<file path="src/rtl/div_iter_ctrl_pkg.sv">
// Shared constants and state encoding for the iterative divide sequencer.
package div_iter_ctrl_pkg;

  localparam int DATA_BUS_WIDTH = 32;
  localparam int DIV_CNT_W      = 6;

  typedef enum logic [1:0] {
    DIV_IDLE = 2'd0,
    DIV_CALC = 2'd1,
    DIV_FIX  = 2'd2,
    DIV_DONE = 2'd3
  } div_state_e;

endpackage

</file>
<file path="src/rtl/div_iter_ctrl_if.sv">
// Request/response bundle between the EX stage and the divide sequencer.
interface div_iter_ctrl_if
  import div_iter_ctrl_pkg::*;
#(
  parameter int WIDTH = DATA_BUS_WIDTH
) ();

  logic             start_i;
  logic             signed_i;
  logic [WIDTH-1:0] dividend_i;
  logic [WIDTH-1:0] divisor_i;
  logic             flush_i;
  logic             stall_o;
  logic             valid_o;
  logic [WIDTH-1:0] quotient_o;
  logic [WIDTH-1:0] remainder_o;

  modport master (
    output start_i, signed_i, dividend_i, divisor_i, flush_i,
    input  stall_o, valid_o, quotient_o, remainder_o
  );

  modport slave (
    input  start_i, signed_i, dividend_i, divisor_i, flush_i,
    output stall_o, valid_o, quotient_o, remainder_o
  );

endinterface

</file>
<file path="src/rtl/div_iter_ctrl_step.sv">
// One non-restoring row: shift in the next dividend bit, then add or subtract
// the divisor depending on the sign of the incoming partial remainder.
module div_step
  import div_iter_ctrl_pkg::*;
#(
  parameter int WIDTH = DATA_BUS_WIDTH
) (
  input  logic [WIDTH:0]   p_i,
  input  logic [WIDTH-1:0] d_i,
  input  logic             bit_i,
  output logic [WIDTH:0]   p_o,
  output logic             q_o
);

  logic [WIDTH:0] p_sh;
  logic [WIDTH:0] d_ext;

  assign p_sh  = {p_i[WIDTH-1:0], bit_i};
  assign d_ext = {1'b0, d_i};
  assign p_o   = p_i[WIDTH] ? (p_sh + d_ext) : (p_sh - d_ext);
  assign q_o   = ~p_o[WIDTH];

endmodule

</file>
<file path="src/rtl/div_iter_ctrl.sv">
// Multi-cycle signed/unsigned divider: magnitude non-restoring core with
// fast paths for divide-by-zero and signed overflow.
module div_iter_ctrl
  import div_iter_ctrl_pkg::*;
#(
  parameter int WIDTH = DATA_BUS_WIDTH,
  parameter int CNT_W = DIV_CNT_W
) (
  input  logic          clk,
  input  logic          rst,
  div_iter_ctrl_if.slave bus
);

  localparam logic [WIDTH-1:0] MIN_NEG  = {1'b1, {(WIDTH-1){1'b0}}};
  localparam logic [CNT_W-1:0] LAST_CNT = CNT_W'(WIDTH - 1);

  div_state_e       state_q, state_d;
  logic [CNT_W-1:0] cnt_q, cnt_d;
  logic [WIDTH:0]   p_q, p_d;
  logic [WIDTH-1:0] a_q, a_d;
  logic [WIDTH-1:0] dsr_q, dsr_d;
  logic             q_neg_q, q_neg_d;
  logic             r_neg_q, r_neg_d;
  logic [WIDTH-1:0] quotient_q, quotient_d;
  logic [WIDTH-1:0] remainder_q, remainder_d;
  logic             valid_q, valid_d;

  logic [WIDTH:0]   step_p;
  logic             step_q;
  logic             dvd_neg, dsr_neg;
  logic [WIDTH-1:0] dvd_mag, dsr_mag;
  logic [WIDTH:0]   p_fix;
  logic [WIDTH-1:0] quo_fix, rem_fix;

  // a_q starts as the dividend magnitude and fills with quotient bits from the LSB
  div_step #(.WIDTH(WIDTH)) u_step (
    .p_i   (p_q),
    .d_i   (dsr_q),
    .bit_i (a_q[WIDTH-1]),
    .p_o   (step_p),
    .q_o   (step_q)
  );

  always_comb begin
    dvd_neg = bus.signed_i & bus.dividend_i[WIDTH-1];
    dsr_neg = bus.signed_i & bus.divisor_i[WIDTH-1];
    dvd_mag = dvd_neg ? (~bus.dividend_i + 1'b1) : bus.dividend_i;
    dsr_mag = dsr_neg ? (~bus.divisor_i + 1'b1) : bus.divisor_i;

    p_fix   = p_q[WIDTH] ? (p_q + {1'b0, dsr_q}) : p_q;
    quo_fix = q_neg_q ? (~a_q + 1'b1) : a_q;
    rem_fix = r_neg_q ? (~p_fix[WIDTH-1:0] + 1'b1) : p_fix[WIDTH-1:0];
  end

  always_comb begin
    state_d     = state_q;
    cnt_d       = cnt_q;
    p_d         = p_q;
    a_d         = a_q;
    dsr_d       = dsr_q;
    q_neg_d     = q_neg_q;
    r_neg_d     = r_neg_q;
    quotient_d  = quotient_q;
    remainder_d = remainder_q;
    valid_d     = 1'b0;

    if (bus.flush_i) begin
      state_d = DIV_IDLE;
    end else begin
      case (state_q)
        DIV_IDLE: begin
          if (bus.start_i) begin
            if (bus.divisor_i == '0) begin
              state_d     = DIV_DONE;
              quotient_d  = '1;
              remainder_d = bus.dividend_i;
              valid_d     = 1'b1;
            end else if (bus.signed_i && bus.dividend_i == MIN_NEG && bus.divisor_i == '1) begin
              state_d     = DIV_DONE;
              quotient_d  = bus.dividend_i;
              remainder_d = '0;
              valid_d     = 1'b1;
            end else begin
              state_d = DIV_CALC;
              cnt_d   = '0;
              p_d     = '0;
              a_d     = dvd_mag;
              dsr_d   = dsr_mag;
              q_neg_d = dvd_neg ^ dsr_neg;
              r_neg_d = dvd_neg;
            end
          end
        end
        DIV_CALC: begin
          p_d   = step_p;
          a_d   = {a_q[WIDTH-2:0], step_q};
          cnt_d = cnt_q + 1'b1;
          if (cnt_q == LAST_CNT) begin
            state_d = DIV_FIX;
          end
        end
        DIV_FIX: begin
          quotient_d  = quo_fix;
          remainder_d = rem_fix;
          valid_d     = 1'b1;
          state_d     = DIV_DONE;
        end
        default: begin
          state_d = DIV_IDLE;
        end
      endcase
    end
  end

  always_ff @(posedge clk or posedge rst) begin
    if (rst) begin
      state_q     <= DIV_IDLE;
      cnt_q       <= '0;
      p_q         <= '0;
      a_q         <= '0;
      dsr_q       <= '0;
      q_neg_q     <= 1'b0;
      r_neg_q     <= 1'b0;
      quotient_q  <= '0;
      remainder_q <= '0;
      valid_q     <= 1'b0;
    end else begin
      state_q     <= state_d;
      cnt_q       <= cnt_d;
      p_q         <= p_d;
      a_q         <= a_d;
      dsr_q       <= dsr_d;
      q_neg_q     <= q_neg_d;
      r_neg_q     <= r_neg_d;
      quotient_q  <= quotient_d;
      remainder_q <= remainder_d;
      valid_q     <= valid_d;
    end
  end

  // Stall drops in DONE so the instruction advances together with valid_o
  assign bus.stall_o     = ((state_q == DIV_IDLE) && bus.start_i) ||
                           (state_q == DIV_CALC) || (state_q == DIV_FIX);
  assign bus.valid_o     = valid_q;
  assign bus.quotient_o  = quotient_q;
  assign bus.remainder_o = remainder_q;

endmodule
</file>
<file path="src/flat_wrapper.sv">
// flat-port wrapper written by rule: the top's interface ports become plain ports
module div_iter_ctrl_flat import div_iter_ctrl_pkg::*;
#(
  parameter int WIDTH = DATA_BUS_WIDTH,
  parameter int CNT_W = DIV_CNT_W
)
  (clk, rst, bus_start_i, bus_signed_i, bus_dividend_i, bus_divisor_i, bus_flush_i, bus_stall_o, bus_valid_o, bus_quotient_o, bus_remainder_o);
  div_iter_ctrl_if #(.WIDTH(WIDTH)) bus_i ();
  input  logic clk;
  input  logic rst;
  input wire logic [$bits(bus_i.start_i)-1:0] bus_start_i;
  input wire logic [$bits(bus_i.signed_i)-1:0] bus_signed_i;
  input wire logic [$bits(bus_i.dividend_i)-1:0] bus_dividend_i;
  input wire logic [$bits(bus_i.divisor_i)-1:0] bus_divisor_i;
  input wire logic [$bits(bus_i.flush_i)-1:0] bus_flush_i;
  output wire logic [$bits(bus_i.stall_o)-1:0] bus_stall_o;
  output wire logic [$bits(bus_i.valid_o)-1:0] bus_valid_o;
  output wire logic [$bits(bus_i.quotient_o)-1:0] bus_quotient_o;
  output wire logic [$bits(bus_i.remainder_o)-1:0] bus_remainder_o;
  assign bus_i.start_i = bus_start_i;
  assign bus_i.signed_i = bus_signed_i;
  assign bus_i.dividend_i = bus_dividend_i;
  assign bus_i.divisor_i = bus_divisor_i;
  assign bus_i.flush_i = bus_flush_i;
  assign bus_stall_o = bus_i.stall_o;
  assign bus_valid_o = bus_i.valid_o;
  assign bus_quotient_o = bus_i.quotient_o;
  assign bus_remainder_o = bus_i.remainder_o;
  div_iter_ctrl #(.WIDTH(WIDTH), .CNT_W(CNT_W)) u_core (.clk(clk), .rst(rst), .bus(bus_i));
endmodule
</file>
<file path="config.mk">
export PLATFORM = sky130hd
export DESIGN_NAME = div_iter_ctrl_flat
export DESIGN_NICKNAME = d
export VERILOG_FILES = /design/src/rtl/div_iter_ctrl_pkg.sv /design/src/rtl/div_iter_ctrl_if.sv /design/src/rtl/div_iter_ctrl_step.sv /design/src/rtl/div_iter_ctrl.sv /design/src/flat_wrapper.sv
export SDC_FILE = /design/constraint.sdc
export NUM_CORES = 1
export LEC_CHECK = 0
export ABC_AREA = 1
export CAP_MARGIN = 20
export CORE_ASPECT_RATIO = 0.6
export CORE_MARGIN = 5
export CORE_UTILIZATION = 52
export DETAILED_ROUTE_END_ITERATION = 6
export PLACE_DENSITY = 0.8
export RECOVER_POWER = 50
export SLEW_MARGIN = 25
export SYNTH_ARGS = -nofsm -noshare
export SYNTH_HDL_FRONTEND = slang
export SYNTH_SLANG_ARGS = --single-unit
</file>
<file path="constraint.sdc">
create_clock -name clk -period 10.85 [get_ports clk]
set_input_delay 1.085 -clock clk [delete_from_list [all_inputs] [get_ports clk]]
set_output_delay 1.085 -clock clk [all_outputs]
set_load 0.02 [all_outputs]
</file>
==> run summary <==
The run finished, with violations left. The checks that failed: DRC, capacitance limit, slew limit. The total count of max-transition violations in the final report is 177, and the mean post-synth cell area is 6.360 um2. TritonCTS built the clock tree. In the final routed layout, each cell accounts on average for 20.82 um.

The highest fanout seen on the critical path was 66; the sequential cell area fraction in the yosys report was 0.2668. Top cell family by delay on the critical path: buffers and inverters. Routability-driven placement finished with a final weighted congestion of 1.036.

In the routed design, unresolved DRC markers number 4. Final worst clock skew: 0.01819 ns. The kind of start point of the critical path was a primary input. Top flip-flop cell by instance count after synthesis: sky130_fd_sc_hd__dfrtp_1. The run gives 97 as the pin count of the biggest net entering global routing. The design draws 6.107 mW. The area share of xor/xnor cells in the synthesized design is 0.05591, and the die extent in y is 146.4 um. The run gives 50 as the number of rows in the core area. The async set-reset flop share out of synthesis was 1.000.

The tool flagged a number of max-cap violations equal to 3. The area of the mapped netlist was 16,130 um2; the layout filler cell count was 2,999. For the worst-skew pair, the clock arrives at the later sink with an insertion delay of 0.46 ns. Total grt overflow: 0. The slowest stage of the critical path belongs to the cell sky130_fd_sc_hd__clkbuf_1. Buffers added to address setup during post-CTS repair amount to 0. The tools report the number of antenna violations at the first check in global routing as 1. The logs give -1.608 for the worst slew margin relative to its limit and 2,537 for the synthesized instance count. The share of layout cells above drive strength 1 is 0.05572.

The tools report the origin of the critical flop-to-flop path as u_core.p_q[32]$_DFFE_PP0P_. The compound-cell area share of the yosys netlist is 0.1647. Once detail routing completed, the nets flagged for antenna violations numbered 0. After synthesis, the largest family of logic cells by area is simple AND/OR/NAND/NOR gates.

The path class of the tightest hold or removal check is reg2reg. From left edge to right edge, the die measures 237.4 um. The run gives 15,720 as the number of global-route vias before repair. Setup repair after global routing left no endpoint under its margin. The number of buffers and inverters on the critical path was 3.

For the worst ir drop on vdd, the log shows 0.0002608 V. The critical path is of the in2async type. Setup violations remaining at the end of the flow were counted as 0. The number of gates resized after CTS was 0. The tools report the highest attainable clock frequency as 0.1488 GHz.

The synthesized-area fraction occupied by adder cells was 0.05987. Clock tree synthesis selected as its root buffer the cell sky130_fd_sc_hd__clkbuf_16. For the starting DRC count in detailed routing, the log shows 2,251. Startpoint of the lowest-slack hold path: u_core.bus.remainder_o[30]$_DFFE_PP0P_. The multiplexer area fraction after synthesis was 0.0006204. Tracing the worst setup path back leads to its startpoint at rst. The net count of the finished layout is 2,770. The first global-routing pass estimated 95,190 um of wire. The starting density of the core is 0.5221. The hold slack came out at 0.4757 ns. For this design, the CTS-stage hold fixing added 0 buffers.

Once detailed placement completed, the half-perimeter wirelength came to 50,540 um. The logs give 0.3564 for the all-layer global routing usage and 4305 um2 for the area of all sequential standard cells. For the net count of the mapped netlist, the log shows 2,682. In this run, synthesis inferred 0 flip-flops with an integrated enable. The floorplan step defined a die boundary enclosing 34,770 um2.

The floorplan step defined a core boundary enclosing 30,900 um2. For this design the static power due to leakage is 9.108 nW. The number of port buffers came out at 134. At the pin with the least slew margin, the transition time is 3.912 ns. The signal on the critical path passes through dlygate4sd3_1 -> clkinvlp_2 -> clkbuf_1. The number of storage elements in the synthesis netlist was 172; the basic-gate share of the synthesized area counting and, or, nand and nor cells was 0.3458. The number of endpoints with negative hold slack in the final report came out at 0.

The tools report the required time of the critical path as 10.21 ns. The portion of the clock cycle consumed by the worst path in the final layout was 0.6193; the detailed-route wire length was 63,570 um. The run gives 4 as the CTS H-tree depth. The worst setup path is captured at an asynchronous set/reset pin. The pre-antenna-repair detailed-routing pass consisted of 7 iterations. The number of top-level pins came out at 135. The clock input transition at the sequential cells of the worst setup and hold paths was 0.08 ns; the clock sink total was 172. The tools report the TritonCTS buffer count as 17. For this run, the slowest stage of the critical path takes 2.83 ns. The area growth from synthesis to layout is 13.56%. In the routed layout, each cell is associated on average with a via count of 5.847.

Yosys printed 0 warnings. For this block, the via count after detailed routing is 17,860. In this run the power density over the cells is 333.3 nW/um2. In this run the deepest clock path goes through 2 buffers. The number of inserted diodes came out at 0. Counting distinct cell types in the post-synthesis netlist gives 57. After layout, the minimum clock period comes to 6.720 ns. The footprint of the multi-input gates was 10,130 um2. Summed over all failing endpoints, the final setup total negative slack is 0 ns.

The tools report the signal arrival time at the worst endpoint as 6.08 ns.
==> power breakdown <==
part / total [mW] / internal (mW) / switching [mW]
clock network: 0.645 / 0.313 / 0.332
logic: 4.19 / 1.36 / 2.84
registers: 1.27 / 0.931 / 0.336
==> synth_stat cells, types with 3 or more instances <==
| cell type | instances | share of area |
|---|---|---|
| sky130_fd_sc_hd__a31oi_1 | 44 | 0.017 |
| sky130_fd_sc_hd__nor2_4 | 5 | 0.0035 |
| sky130_fd_sc_hd__buf_6 | 5 | 0.0035 |
| sky130_fd_sc_hd__o21ai_2 | 3 | 0.0016 |
| sky130_fd_sc_hd__buf_2 | 21 | 0.0065 |
| sky130_fd_sc_hd__a21boi_0 | 4 | 0.0019 |
| sky130_fd_sc_hd__inv_2 | 14 | 0.0033 |
| sky130_fd_sc_hd__o21bai_1 | 4 | 0.0019 |
| sky130_fd_sc_hd__buf_1 | 10 | 0.0023 |
| sky130_fd_sc_hd__nor2_1 | 267 | 0.062 |
| sky130_fd_sc_hd__nor4_1 | 12 | 0.0047 |
| sky130_fd_sc_hd__o31ai_1 | 11 | 0.0051 |
| sky130_fd_sc_hd__o21ai_0 | 154 | 0.048 |
| sky130_fd_sc_hd__nand4_1 | 46 | 0.018 |
| sky130_fd_sc_hd__o41ai_1 | 4 | 0.0022 |
| sky130_fd_sc_hd__a21o_1 | 5 | 0.0023 |
| sky130_fd_sc_hd__xnor2_1 | 30 | 0.016 |
| sky130_fd_sc_hd__nand3_2 | 10 | 0.0062 |
| sky130_fd_sc_hd__or2_2 | 16 | 0.0062 |
| sky130_fd_sc_hd__nand3_1 | 177 | 0.055 |
| sky130_fd_sc_hd__ha_1 | 74 | 0.057 |
| sky130_fd_sc_hd__o221ai_1 | 6 | 0.0033 |
| sky130_fd_sc_hd__nand3b_1 | 10 | 0.0047 |
| sky130_fd_sc_hd__a21oi_1 | 158 | 0.049 |
| sky130_fd_sc_hd__dfrtp_1 | 172 | 0.27 |
| sky130_fd_sc_hd__a21oi_2 | 4 | 0.0022 |
| sky130_fd_sc_hd__and3_1 | 3 | 0.0012 |
| sky130_fd_sc_hd__xor2_1 | 73 | 0.040 |
| sky130_fd_sc_hd__a211oi_1 | 3 | 0.0014 |
| sky130_fd_sc_hd__clkinv_1 | 3 | 0.00070 |
| sky130_fd_sc_hd__o21a_1 | 3 | 0.0014 |
| sky130_fd_sc_hd__nor3_2 | 10 | 0.0062 |
| sky130_fd_sc_hd__o21ai_1 | 42 | 0.013 |
| sky130_fd_sc_hd__buf_4 | 7 | 0.0033 |
| sky130_fd_sc_hd__nor3_1 | 30 | 0.0093 |
| sky130_fd_sc_hd__o211ai_1 | 21 | 0.0098 |
| sky130_fd_sc_hd__clkbuf_1 | 37 | 0.0086 |
| sky130_fd_sc_hd__nand2_1 | 656 | 0.15 |
| sky130_fd_sc_hd__nor2_2 | 14 | 0.0054 |
| sky130_fd_sc_hd__inv_1 | 336 | 0.078 |
| sky130_fd_sc_hd__nand2_2 | 13 | 0.0050 |
==> cells in the final DEF (no fill, tap or decap), types with 14 or more instances in the layout <==
| cell type | Yosys | layout |
|---|---|---|
| sky130_fd_sc_hd__inv_1 | 336 | 334 |
| sky130_fd_sc_hd__nand3_1 | 177 | 177 |
| sky130_fd_sc_hd__nor2_2 | 14 | 14 |
| sky130_fd_sc_hd__nor3_1 | 30 | 30 |
| sky130_fd_sc_hd__clkdlybuf4s50_1 | 0 | 67 |
| sky130_fd_sc_hd__nor2_1 | 267 | 267 |
| sky130_fd_sc_hd__nand2_1 | 656 | 656 |
| sky130_fd_sc_hd__o21ai_1 | 42 | 42 |
| sky130_fd_sc_hd__a21oi_1 | 158 | 157 |
| sky130_fd_sc_hd__or2_2 | 16 | 16 |
| sky130_fd_sc_hd__ha_1 | 74 | 73 |
| sky130_fd_sc_hd__dfrtp_1 | 172 | 171 |
| sky130_fd_sc_hd__clkbuf_16 | 0 | 17 |
| sky130_fd_sc_hd__dlygate4sd3_1 | 0 | 67 |
| sky130_fd_sc_hd__xor2_1 | 73 | 73 |
| sky130_fd_sc_hd__nand4_1 | 46 | 46 |
| sky130_fd_sc_hd__xnor2_1 | 30 | 30 |
| sky130_fd_sc_hd__inv_2 | 14 | 15 |
| sky130_fd_sc_hd__o211ai_1 | 21 | 21 |
| sky130_fd_sc_hd__a31oi_1 | 44 | 44 |
| sky130_fd_sc_hd__o21ai_0 | 154 | 154 |
==> layer usage <==
layer,up-vias,part of all wire,track usage
met4,4,0.018,0.06603
li1,8477,-,-
met2,954,0.35,0.4288
met5,-,0.0017,0.02066
met3,80,0.15,0.1601
met1,8341,0.48,0.5670
==> state kept, by name, summed over array words and instances (netlist names) <==
register / flops
u_core.a_q: 32
u_core.bus.quotient_o: 32
u_core.bus.remainder_o: 32
u_core.bus.valid_o: 1
u_core.cnt_q: 6
u_core.dsr_q: 32
u_core.p_q: 33
u_core.q_neg_q: 1
u_core.r_neg_q: 1
u_core.state_q: 2
==> metrics by stage <==
stage	worst slack, ns	cell area [um2]	util	std cells
after floorplan	5.105	16130	-	2537
after global placement	6.084	17730	0.5737	3022
after detailed placement	6.074	17740	0.5739	3022
after CTS	6.273	18330	0.5932	3054
after global routing	2.999	18320	0.5928	3054
final	4.130	18320	0.5928	3054
==> worst min-delay path, delay by kind of cell (launching register included) <==
family,cells,cell delay (ns)
flip-flops,1,0.34
AND/OR/NAND/NOR,2,0.10
==> final cells by class <==
class,count,share of cell area
clock buffer,17,0.02322
clock inverter,15,0.009288
inverter,353,0.07239
multi-input combinational,1932,0.5528
sequential,172,0.2350
tap,416,0.02841
timing repair buffer,149,0.07895
==> cells by family after synthesis <==
kind of cell               count (synthesis)
xor gates and xnor gates                 103
and+or+nand+nor                         1278
buffers and inverters                    433
DFF                                      172
AOI/OAI and AO/OA                        474
adders and majority gates                 76
muxes                                      1
==> path summary, 6_finish.rpt <==
| kind | endpoint | slack [ns] | cells after the start |
|---|---|---|---|
| worst max register to register | u_core.p_q[31]$_DFFE_PP0P_ | 5.96 | 13 |
| worst max-delay path | u_core.p_q[32]$_DFFE_PP0P_ | 4.13 | 3 |
| min in group asynchronous | u_core.a_q[2]$_DFFE_PP0P_ | 1.87 | 2 |
| worst min register to register | u_core.bus.remainder_o[30]$_DFFE_PP0P_ | 0.48 | 2 |
| worst min-delay path | u_core.bus.remainder_o[30]$_DFFE_PP0P_ | 0.48 | 2 |
| max in group clk | u_core.p_q[31]$_DFFE_PP0P_ | 5.96 | 13 |
Note: power is estimated with default switching activity, not from simulation.
